==> src/rtl/t03_mmio_router.sv <==
// t03_mmio_router: decodes single-word CPU load/store requests onto N_CH
// req/ack peripheral channels (with a bounded ack timeout) or onto a local
// bank of REG_DEPTH 32-bit registers. All outputs come from flops.
module t03_mmio_router #(
    parameter int N_CH      = 4,
    parameter int REG_DEPTH = 8,
    parameter int TIMEOUT   = 255
) (
    input  logic                    clk,
    input  logic                    rst,
    input  logic [31:0]             cpu_addr,
    input  logic [31:0]             cpu_din,
    input  logic                    cpu_wen,
    input  logic                    cpu_ren,
    output logic [31:0]             cpu_do,
    output logic                    cpu_ack,
    output logic                    cpu_err,
    output logic                    busy,
    output logic [N_CH-1:0]         ch_req,
    output logic                    ch_we,
    output logic [23:0]             ch_addr,
    output logic [31:0]             ch_dout,
    input  logic [N_CH*32-1:0]      ch_din,
    input  logic [N_CH-1:0]         ch_ack,
    output logic [REG_DEPTH*32-1:0] reg_q,
    output logic [REG_DEPTH-1:0]    reg_wr
);

    localparam int AW = $clog2(REG_DEPTH);
    localparam int CW = $clog2(TIMEOUT);

    typedef enum logic [1:0] {IDLE, LOCAL, WAIT, RESP} state_t;

    state_t          state_reg;
    state_t          state_next;

    logic            req_valid;
    logic            is_local;
    logic            is_chan;
    logic            ack_hit;
    logic            timeout_hit;
    logic [N_CH-1:0] ch_onehot;
    logic [31:0]     ch_rdata;
    logic [31:0]     regs_reg [REG_DEPTH];
    logic [AW-1:0]   reg_sel_reg;
    logic [31:0]     wdata_reg;
    logic            we_reg;
    logic [CW-1:0]   cnt_reg;
    logic            unused_addr;

    // Word-aligned addresses: the byte offset bits carry no information.
    assign unused_addr = ^cpu_addr[1:0];

    // Address decode; only consulted while IDLE.
    assign req_valid = cpu_wen | cpu_ren;
    assign is_chan   = (cpu_addr[31:28] == 4'h3) && ({1'b0, cpu_addr[27:24]} < 5'(N_CH));
    assign is_local  = (cpu_addr[31:28] == 4'hF) && (cpu_addr[27:AW+2] == '0);

    // ch_req is one-hot on the active channel, so it doubles as the ack/data select.
    assign ack_hit     = |(ch_ack & ch_req);
    assign timeout_hit = (cnt_reg == CW'(TIMEOUT - 1));
    assign busy        = (state_reg != IDLE);

    generate
        for (genvar gi = 0; gi < N_CH; gi++) begin : g_onehot
            assign ch_onehot[gi] = (cpu_addr[27:24] == 4'(gi));
        end
        for (genvar gi = 0; gi < REG_DEPTH; gi++) begin : g_regq
            assign reg_q[gi*32 +: 32] = regs_reg[gi];
        end
    endgenerate

    // Read-data select for the channel currently being requested.
    always_comb begin
        ch_rdata = '0;
        for (int i = 0; i < N_CH; i++) begin
            if (ch_req[i]) begin
                ch_rdata = ch_rdata | ch_din[i*32 +: 32];
            end
        end
    end

    // State register.
    always_ff @(posedge clk or posedge rst) begin
        if (rst) begin
            state_reg <= IDLE;
        end else begin
            state_reg <= state_next;
        end
    end

    // Next-state logic: ack beats timeout when both land in the same cycle.
    always_comb begin
        state_next = state_reg;
        case (state_reg)
            IDLE: begin
                if (req_valid) begin
                    if (is_local) begin
                        state_next = LOCAL;
                    end else if (is_chan) begin
                        state_next = WAIT;
                    end else begin
                        state_next = RESP;
                    end
                end
            end
            LOCAL:   state_next = RESP;
            WAIT:    if (ack_hit || timeout_hit) state_next = RESP;
            RESP:    state_next = IDLE;
            default: state_next = IDLE;
        endcase
    end

    // Transaction datapath: latches the request, drives the channel and
    // produces the one-cycle CPU response on entry to RESP.
    always_ff @(posedge clk or posedge rst) begin
        if (rst) begin
            cpu_do      <= '0;
            cpu_ack     <= 1'b0;
            cpu_err     <= 1'b0;
            ch_req      <= '0;
            ch_we       <= 1'b0;
            ch_addr     <= '0;
            ch_dout     <= '0;
            reg_wr      <= '0;
            reg_sel_reg <= '0;
            wdata_reg   <= '0;
            we_reg      <= 1'b0;
            cnt_reg     <= '0;
        end else begin
            cpu_ack <= 1'b0;
            cpu_err <= 1'b0;
            reg_wr  <= '0;
            case (state_reg)
                IDLE: begin
                    if (req_valid) begin
                        we_reg      <= cpu_wen;
                        wdata_reg   <= cpu_din;
                        reg_sel_reg <= cpu_addr[AW+1:2];
                        if (is_chan) begin
                            ch_req  <= ch_onehot;
                            ch_we   <= cpu_wen;
                            ch_addr <= cpu_addr[23:0];
                            ch_dout <= cpu_din;
                            cnt_reg <= '0;
                        end else if (!is_local) begin
                            cpu_ack <= 1'b1;
                            cpu_err <= 1'b1;
                            if (!cpu_wen) cpu_do <= '0;
                        end
                    end
                end
                LOCAL: begin
                    cpu_ack <= 1'b1;
                    if (we_reg) begin
                        reg_wr[reg_sel_reg] <= 1'b1;
                    end else begin
                        cpu_do <= regs_reg[reg_sel_reg];
                    end
                end
                WAIT: begin
                    if (ack_hit) begin
                        ch_req  <= '0;
                        cpu_ack <= 1'b1;
                        if (!we_reg) cpu_do <= ch_rdata;
                    end else if (timeout_hit) begin
                        ch_req  <= '0;
                        cpu_ack <= 1'b1;
                        cpu_err <= 1'b1;
                        if (!we_reg) cpu_do <= '0;
                    end else begin
                        cnt_reg <= cnt_reg + 1'b1;
                    end
                end
                default: begin
                end
            endcase
        end
    end

    // Local register bank, written in the LOCAL cycle of a write.
    always_ff @(posedge clk or posedge rst) begin
        if (rst) begin
            for (int k = 0; k < REG_DEPTH; k++) begin
                regs_reg[k] <= '0;
            end
        end else if (state_reg == LOCAL && we_reg) begin
            regs_reg[reg_sel_reg] <= wdata_reg;
        end
    end

endmodule

==> config.mk <==
export PLATFORM = sky130hd
export DESIGN_NAME = t03_mmio_router
export DESIGN_NICKNAME = d
export VERILOG_FILES = /design/src/rtl/t03_mmio_router.sv
export SDC_FILE = /design/constraint.sdc
export NUM_CORES = 1
export LEC_CHECK = 0
export CAP_MARGIN = 20
export CORE_AREA = 4 4 217 219
export DETAILED_ROUTE_END_ITERATION = 6
export DIE_AREA = 0 0 221 223
export PLACE_DENSITY = 0.75
export SETUP_SLACK_MARGIN = 0.4
export SYNTH_ARGS = -nofsm -noshare
export SYNTH_HDL_FRONTEND = slang
export SYNTH_SLANG_ARGS = --single-unit
==> constraint.sdc <==
create_clock -name clk -period 41.4 [get_ports clk]
set_clock_uncertainty 0.05 [all_clocks]
set_input_delay 8.28 -clock clk [delete_from_list [all_inputs] [get_ports clk]]
set_output_delay 8.28 -clock clk [all_outputs]
set_load 0.05 [all_outputs]
* After elaboration in Yosys (flattened, before gate mapping)
Cells that the tools add are included.
** Word-level totals
- Register bits :: 405
- Bits of input ports :: 200
- Output and inout bits :: 360
- Logic and storage cells :: 119
** Cells by class
- $add $sub $neg :: 1
- Magnitude comparators :: 5
- Equality and inequality tests :: 20
- Muxes and demuxes :: 47
- Bitwise gates (word level) :: 6
- Reduce and logical (&&, ||, !) cells :: 19
** Operators with widths (number)
- 32-bit 2-to-1 mux :: 16
- 256-bit bitwise mux :: 1
- 32-bit binary-select mux with 3-bit select :: 1
- 32-bit demux with 3-bit select :: 1
- 32-bit OR :: 3
- 32-bit case mux with 3 select lines :: 1
- 8-bit 2-to-1 mux :: 6
- 23-bit logical NOT :: 1
- 2-bit inequality test, second input constant :: 10
- 4-bit 2-to-1 mux :: 4
- 8-bit case mux with 2 select lines :: 1
- 4-bit by 2-bit == test with 1-bit output, second input constant :: 3
- 8-bit by 1-bit adder with 8-bit output, second input constant :: 1
- 8-bit == test, second input constant :: 1
- 1-bit 2-to-1 mux :: 8
- 2-bit case mux with 4 select lines :: 1
- 4-bit case mux with 2 select lines :: 1
- 8-bit AND reduction :: 1
- 2-bit 2-to-1 mux :: 3
- 1-bit logical AND :: 5
- 5-bit AND reduction :: 1
- 4-bit AND :: 1
- 2-bit == test, second input constant :: 2
- 4-bit by 1-bit == test with 1-bit output, second input constant :: 1
- other kinds (22) :: 24

* Logic depth before layout (Yosys ltp)
Gate-level depths: netlist (run 1).
- Word-level depth :: 10
- Depth in mapped cells :: 9
- Depth with buffers taken out :: 7

* Least setup slack after synthesis (run 1)
OpenSTA, ideal clock, no wires.
- Path kind :: in2reg
- From :: input cpu_addr[30]
- To :: register cnt_reg[5]
- Setup time :: 0.134 ns
- Data arrival time :: 9.806 ns
- Required time :: 41.216 ns
- Path slack :: 31.409 ns
- Stages :: 7
- Buffers on the path :: 2
- Cell sequence :: nand4bb_1 -> or4_1 -> clkbuf_1 -> a21boi_1 -> buf_2 -> o41ai_1 -> a21oi_1
** Between the ends
- Word-level cells in the longest chain between the ends :: 4
** Ends and longest elaborated chain
- start, declared :: line 11 : input logic [31:0] cpu_addr,
- 4-bit by 2-bit == test with 1-bit output :: line 56 : assign is_chan = (cpu_addr[31:28] == 4'h3) && ({1'b0, cpu_addr[27:24]} < 5'(N_CH));
- 1-bit logical AND :: line 56
- 2-bit inequality test (no source line)
- 5-bit AND reduction (no source line)
- end signal, assigned :: line 172 : cnt_reg <= cnt_reg + 1'b1;
- end, declared :: line 48 : logic [CW-1:0] cnt_reg;
Every way passes these cells.
A chain may end at the register's enable or synchronous reset.

* Final worst setup path (run 1)
- From :: input cpu_ren
- To :: register cnt_reg[3]
** Between the ends
- Word-level cells in the longest chain between the ends :: 3
** Ends and longest elaborated chain
- start, declared :: line 14 : input logic cpu_ren,
- 1-bit OR :: line 55 : assign req_valid = cpu_wen | cpu_ren;
- 2-bit inequality test (no source line)
- 5-bit AND reduction (no source line)
Every way passes these cells.

==> metrics.md, run 1 <==
| Metric | Value |
|---|---|
| Predominant post-synthesis flop cell | `dfrtp_1` |
| Max cap viols | `0` |
| Worst slack at placement | `29.24 ns` |
| Mapped Area | `17960 sq um` |
| Non-filler instance count after layout | `2498` |
| Top cell type by total area after synthesis | `dfrtp_1` |
| Synth unique cells | `44` |
| Initial antenna violation count | `2` |
| Avg WL per Cell | `27.27 um` |
| Slew margin rel. | `0.2545` |
| CTS Buf Count | `45` |
| Synth top area share | `0.5643` |
| Outcome | `complete, no violations` |
| Critical path endpoint category | `flop` |
| Synth cell count leaders | `405 x dfrtp_1, 316 x mux2_2, 204 x nand2_1, 64 x clkbuf_1, 63 x mux4_2` |
| Clock Sink Count | `405` |
| Top post-synthesis cells by area | `dfrtp_1 56%, mux2_2 20%, mux4_2 7.9%` |
| Switch Pwr | `1.167 mW` |
| Crit path time final | `11.30 ns` |
| Final core utilization | `0.5727` |
| Worst VDD drop | `0.00005540 V` |
| First-pass GRT wire length | `100800 um` |
| Row count | `78` |
| Crit path max fanout | `59` |
| Clock group share of total power | `0.172` |
| Layout cell share with drive strength beyond 1 | `0.2628` |
| Crit Path Category | `input pin to flop` |
| Fin nets | `2068` |
| Max reg flops | `256` |
| Switch share | `0.4708` |
| Post-synth EDFFs | `0` |
| Design area | `25820 sq um` |
| Die X | `221 um` |
| Required @ worst endpoint | `41.83 ns` |
| Layout area overhead | `43.78%` |
| DRT Pass-1 Iters | `6` |
| Top-count cell post-synth | `dfrtp_1` |
| Worst Setup Slack, final | `30.10 ns` |
| Vias in the first global route | `15212` |
| Total GRT Usage | `0.2686` |
| Initial cell density of the core | `0.3983` |
| Synthesized area per cell | `13.57 sq um` |
| Mapped Nets | `1529` |
| Dpl hpwl | `45610 um` |
| DR vias | `14287` |
| Antenna viol nets, final | `0` |
| Vias/cell | `5.719` |
| Final Max Tran Viols | `0` |
| Drc violations | `0` |
| Hold Path Class | `flop to flop` |
| Fillers | `3632` |
| IO buf count | `559` |
| Worst slew pin tran | `1.118 ns` |
| Buffer count from post-CTS setup fixing | `0` |
| Pwr dens | `95.96 nW/um^2` |
| Core ar. | `45090 sq um` |
| Die ar. | `49280 sq um` |
| Gpl congestion | `0.9046` |
| Routed WL | `68120 um` |
| Synth Register Bits | `405` |
| Grt total ovfl | `0` |
| Leakage | `11.19 nW` |
| Largest net degree at the start of global routing | `138` |
| Register area | `10150 sq um` |
| CTS root buf | `clkbuf_16` |
| Hold_buf cts | `0` |
| # IOs | `560` |
| Post-Syn Instances | `1323` |
| DR iter-0 viols | `1221` |
| Placed instance area | `24200 sq um` |
| Placed Cells | `2414` |
| Register area share after synthesis | `0.5643` |
| Fin crit share | `0.2730` |
| Logic gate share of total power | `0.532` |
| # resized after CTS | `0` |
| Worst skew pair latency | `0.57 ns` |
| RSZ-0062 raised after global routing | `false` |
| Multi-input logic area | `7500 sq um` |
| Sequential power share | `0.295` |
| Startpoint types | `input pin` |
| CTS tree | `done` |
| H-tree level count | `2` |
| Final Setup Violations | `0` |
| Fmax | `88.48 MHz` |
| Setup TNS | `0 ns` |
| CTS Buffer Depth | `3` |
| Height of the die | `223 um` |
| Synth Warn # | `0` |
| Internal Power | `1.311 mW` |
| FFs w/ async S/R, synth | `1.000` |
| Clock transition at path regs | `0.06 ns` |
| Crit path DAT | `11.73 ns` |
| Hold Vio Cnt, Final | `0` |
[power by group through the flow]
stage               registers, mW  logic (mW)  clock network [mW]
floorplan                    1.16       0.383                   0
global placement            0.724        1.30                   0
detailed placement          0.733        1.32                   0
CTS                         0.730        1.32               0.433
global route                0.755        1.37               0.450
finish                      0.731        1.32               0.427
[path summary, 6_finish.rpt]
| path | start | to | slack, ns | depth (start not counted) |
|---|---|---|---|---|
| max | cpu_ren | cnt_reg[3]$_DFFE_PP0P_ | 30.10 | 7 |
| min | ch_dout[29]$_DFFE_PP0P_ | ch_dout[29]$_DFFE_PP0P_ | 0.45 | 1 |
| max reg2reg | state_reg[0]$_DFFE_PP0P_ | cnt_reg[3]$_DFFE_PP0P_ | 37.54 | 8 |
| min reg2reg | ch_dout[29]$_DFFE_PP0P_ | ch_dout[29]$_DFFE_PP0P_ | 0.45 | 1 |
| max in group asynchronous | rst | ch_req[0]$_DFFE_PP0P_ | 30.33 | 6 |
| min in group asynchronous | rst | reg_q[235]$_DFFE_PP0P_ | 8.23 | 2 |
[cell type report]
class / instances / share of cell area
Clock buffer: 65 / 0.05204
Antenna cell: 3 / 0.0002907
Sequential cell: 405 / 0.3930
Clock inverter: 15 / 0.009255
Tap cell: 600 / 0.02907
Inverter: 10 / 0.001744
Timing Repair Buffer: 582 / 0.2242
Multi-Input combinational cell: 818 / 0.2904
[critical path, cell delays in order]
cell	delay, ns
clkdlybuf4s50_1	0.54
o21ai_4	0.19
buf_4	0.60
or4_4	0.91
a21boi_1	0.84
o31ai_1	0.19
a21oi_1	0.18
[stage by stage]
step / total power [mW] / hold slack [ns]
finish: 2.478 / 0.4534
global route: 2.571 / 0.4727
CTS: 2.487 / 0.4556
detailed placement: 2.051 / 0.4419
global placement: 2.027 / 0.4262
floorplan: 1.538 / 0.4329
[cells by family (layout without fill, tap and decap cells)]
family	count (synthesis)	count (layout)	synth area share
fa+ha+maj	6	6	0.004180
simple gates	265	265	0.06243
compound gates	167	167	0.06898
mux	380	380	0.2778
other cells	0	3	0
flops	405	405	0.5643
buf+inv	100	672	0.02229
[cells in the final DEF, fill, tap and decap left out, types with 6 or more instances in the layout]
master / count
dfrtp_1: 399
inv_1: 7
nor2_4: 7
bufinv_16: 6
buf_4: 22
clkbuf_16: 47
mux4_2: 63
mux2_2: 316
a21oi_1: 6
nand3_1: 6
nor2_1: 10
clkdlybuf4s50_1: 559
clkbuf_1: 8
a221oi_1: 33
a22o_1: 32
ha_1: 6
a22oi_1: 32
nand2_1: 204
o21ai_0: 42
clkbuf_8: 10
[layer usage]
metal,up-vias,GRT usage,wire [um]
met4,2,0.09442,2502
li1,5967,-,-
met2,726,0.4489,33340
met5,-,0,21
met3,138,0.07158,5541
met1,7454,0.3403,26710
Note: power is estimated with default switching activity, not from simulation.
==> run 2, diff against run 1 <==
--- a/config.mk
+++ b/config.mk
@@ -6,10 +6,10 @@
 export NUM_CORES = 1
 export LEC_CHECK = 0
 export CAP_MARGIN = 20
-export CORE_AREA = 4 4 217 219
+export CORE_AREA = 4 4 216 218
 export DETAILED_ROUTE_END_ITERATION = 6
-export DIE_AREA = 0 0 221 223
-export PLACE_DENSITY = 0.75
+export DIE_AREA = 0 0 220 222
+export PLACE_DENSITY = 0.78
 export SETUP_SLACK_MARGIN = 0.4
 export SYNTH_ARGS = -nofsm -noshare
 export SYNTH_HDL_FRONTEND = slang
==> constraint.sdc (replaced) <==
create_clock -name clk -period 9.76 [get_ports clk]
set_clock_uncertainty 0.05 [all_clocks]
set_input_delay 1.952 -clock clk [delete_from_list [all_inputs] [get_ports clk]]
set_output_delay 1.952 -clock clk [all_outputs]
set_load 0.05 [all_outputs]
==> run 2 against run 1 <==
Net effect:
- global-route usage hardly changed
- sequential share of layout area is 0.11 points higher
- utilization increased by 0.087 points
- sequential power rose to 4.3 times the previous value
- clock power rose to 4.1 times the previous value
- cell count is 0.28% lower
- count of clock-buffer cells in the layout fell by 2
- flip-flop and latch count unchanged
- die area is 0.90% lower
- critical path depth stayed put
- non-clock buffer count down 1
- critical endpoint is now cnt_reg[6]$_DFFE_PP0P_
- largest power group unchanged
- highest routed layer is now met4
==> metrics.md, run 2 (synthesis gave the netlist of run 1 again) <==
| Metric | Value |
|---|---|
| Outcome | `complete, no violations` |
| CTS Buf Count | `43` |
| Fillers | `3527` |
| Logic gate share of total power | `0.535` |
| Clock Sink Count | `405` |
| Switch Pwr | `4.940 mW` |
| Placed instance area | `24240 sq um` |
| Total GRT Usage | `0.2686` |
| Pwr dens | `405.7 nW/um^2` |
| Hold_buf cts | `0` |
| Crit path DAT | `5.37 ns` |
| Switch share | `0.4729` |
| First-pass GRT wire length | `98380 um` |
| Vias in the first global route | `15063` |
| Critical path endpoint category | `flop` |
| Worst skew pair latency | `0.56 ns` |
| Routed WL | `67800 um` |
| Fin nets | `2065` |
| Worst slew pin tran | `1.096 ns` |
| Worst VDD drop | `0.0002423 V` |
| RSZ-0062 raised after global routing | `false` |
| Dpl hpwl | `45230 um` |
| Drc violations | `0` |
| Initial cell density of the core | `0.4000` |
| Reg2Reg Setup Slack | `5.59 ns` |
| Slew margin rel. | `0.2691` |
| Sequential power share | `0.298` |
| Core ar. | `44890 sq um` |
| Die X | `220 um` |
| Design area | `25750 sq um` |
| Fmax | `202.0 MHz` |
| CP max stage cell | `or4_4` |
| DRT Pass-1 Iters | `5` |
| IO buf count | `559` |
| Commonest non-fill, non-tap cells in the layout | `559 x clkdlybuf4s50_1, 399 x dfrtp_1, 316 x mux2_2` |
| # resized after CTS | `0` |
| Startpoint types | `input pin` |
| Max cap viols | `0` |
| Layout cell share with drive strength beyond 1 | `0.2614` |
| Antenna viol nets, final | `0` |
| Hold Vio Cnt, Final | `0` |
| H-tree level count | `2` |
| Row count | `78` |
| Grt total ovfl | `0` |
| Crit path time final | `4.951 ns` |
| Internal Power | `5.506 mW` |
| CTS root buf | `clkbuf_16` |
| Commonest non-fill, non-tap cell in the layout | `clkdlybuf4s50_1` |
| Layout area overhead | `43.38%` |
| Height of the die | `222 um` |
| Clock transition at path regs | `0.06 ns` |
| Hold Path Class | `flop to flop` |
| DR iter-0 viols | `1089` |
| # IOs | `560` |
| Fin crit share | `0.5072` |
| Crit Path Category | `input pin to flop` |
| Final Max Tran Viols | `0` |
| Clock group share of total power | `0.166` |
| Max reg flops | `256` |
| Final Setup Violations | `0` |
| CTS Buffer Depth | `3` |
| Die ar. | `48840 sq um` |
| Leakage | `11.16 nW` |
| Largest net degree at the start of global routing | `182` |
| Crit path max fanout | `59` |
| Required @ worst endpoint | `10.17 ns` |
| Buffer count from post-CTS setup fixing | `0` |
| Worst path buffer plus inverter count | `2` |
| Crit path cell chain | `clkdlybuf4s50_1 > o21ai_4 > buf_4 > or4_4 > a21boi_1 > o41ai_1 > a21oi_1` |
| Crit path max-delay family | `compound AO/OA/AOI/OAI gates` |
| DR vias | `14373` |
| Avg WL per Cell | `27.22 um` |
| Initial antenna violation count | `3` |
| Gpl congestion | `0.8661` |
| Setup TNS | `0 ns` |
| Crit-path max cell delay | `0.90 ns` |
| CTS tree | `done` |
| Vias/cell | `5.770` |
run 2: final timing paths:
| kind | end | from | cells after the start |
|---|---|---|---|
| max reg2reg | reg_q[12]$_DFFE_PP0P_ | reg_sel_reg[0]$_DFFE_PP0P_ | 6 |
| min | cpu_do[27]$_DFFE_PP0P_ | cpu_do[27]$_DFFE_PP0P_ | 1 |
| min in group asynchronous | cpu_do[2]$_DFFE_PP0P_ | rst | 3 |
| max in group asynchronous | reg_q[18]$_DFFE_PP0P_ | rst | 4 |
| min reg2reg | cpu_do[27]$_DFFE_PP0P_ | cpu_do[27]$_DFFE_PP0P_ | 1 |
| max | cnt_reg[6]$_DFFE_PP0P_ | cpu_ren | 7 |
run 2: routing by layer:
layer / GRT usage / up-vias / wire length [um]
li1: - / 5936 / -
met1: 0.3473 / 7517 / 26240
met2: 0.4310 / 779 / 32410
met3: 0.07277 / 141 / 6603
met4: 0.1064 / 0 / 2541
met5: 0 / - / 0
run 2: area by class of cell:
class                           count  area, sq um  share of cell area
Sequential cell                   405        10150              0.3941
Clock inverter                     13        197.7            0.007678
Multi-Input combinational cell    818         7500              0.2913
Antenna cell                        1        2.502          0.00009719
Tap cell                          600        750.7             0.02916
Clock buffer                       63         1304             0.05063
Timing Repair Buffer              581         5806              0.2255
Inverter                           10        41.29            0.001604
run 2: worst reg2reg max path, stage by stage, from the launching register on:
cell and delay (ns):
dfrtp_4 0.88, buf_4 0.75, nand3b_1 0.41, or3_2 0.90, inv_2 0.71, nand2_1 0.26
nand2_1 0.08
run 2: power by group through the flow:
stage / Clock (mW) / Combinational [mW] / Sequential [mW]
floorplan: 0 / 1.63 / 4.90
global placement: 0 / 5.51 / 3.08
detailed placement: 0 / 5.58 / 3.12
CTS: 1.77 / 5.60 / 3.10
global route: 1.84 / 5.78 / 3.21
finish: 1.74 / 5.59 / 3.12
run 2: metrics by stage:
| step | cells | util | total power, mW | hold slack (ns) | worst slack [ns] |
|---|---|---|---|---|---|
| CTS | 2490 | 0.5735 | 10.48 | 0.4529 | 4.888 |
| global route | 2491 | 0.5736 | 10.83 | 0.4644 | 4.621 |
| detailed placement | 2414 | 0.5401 | 8.694 | 0.4365 | 4.271 |
| floorplan | 1323 | - | 6.526 | 0.4329 | 2.302 |
| global placement | 2413 | 0.5394 | 8.583 | 0.4234 | 4.437 |
| finish | 2491 | 0.5736 | 10.45 | 0.4537 | 4.809 |
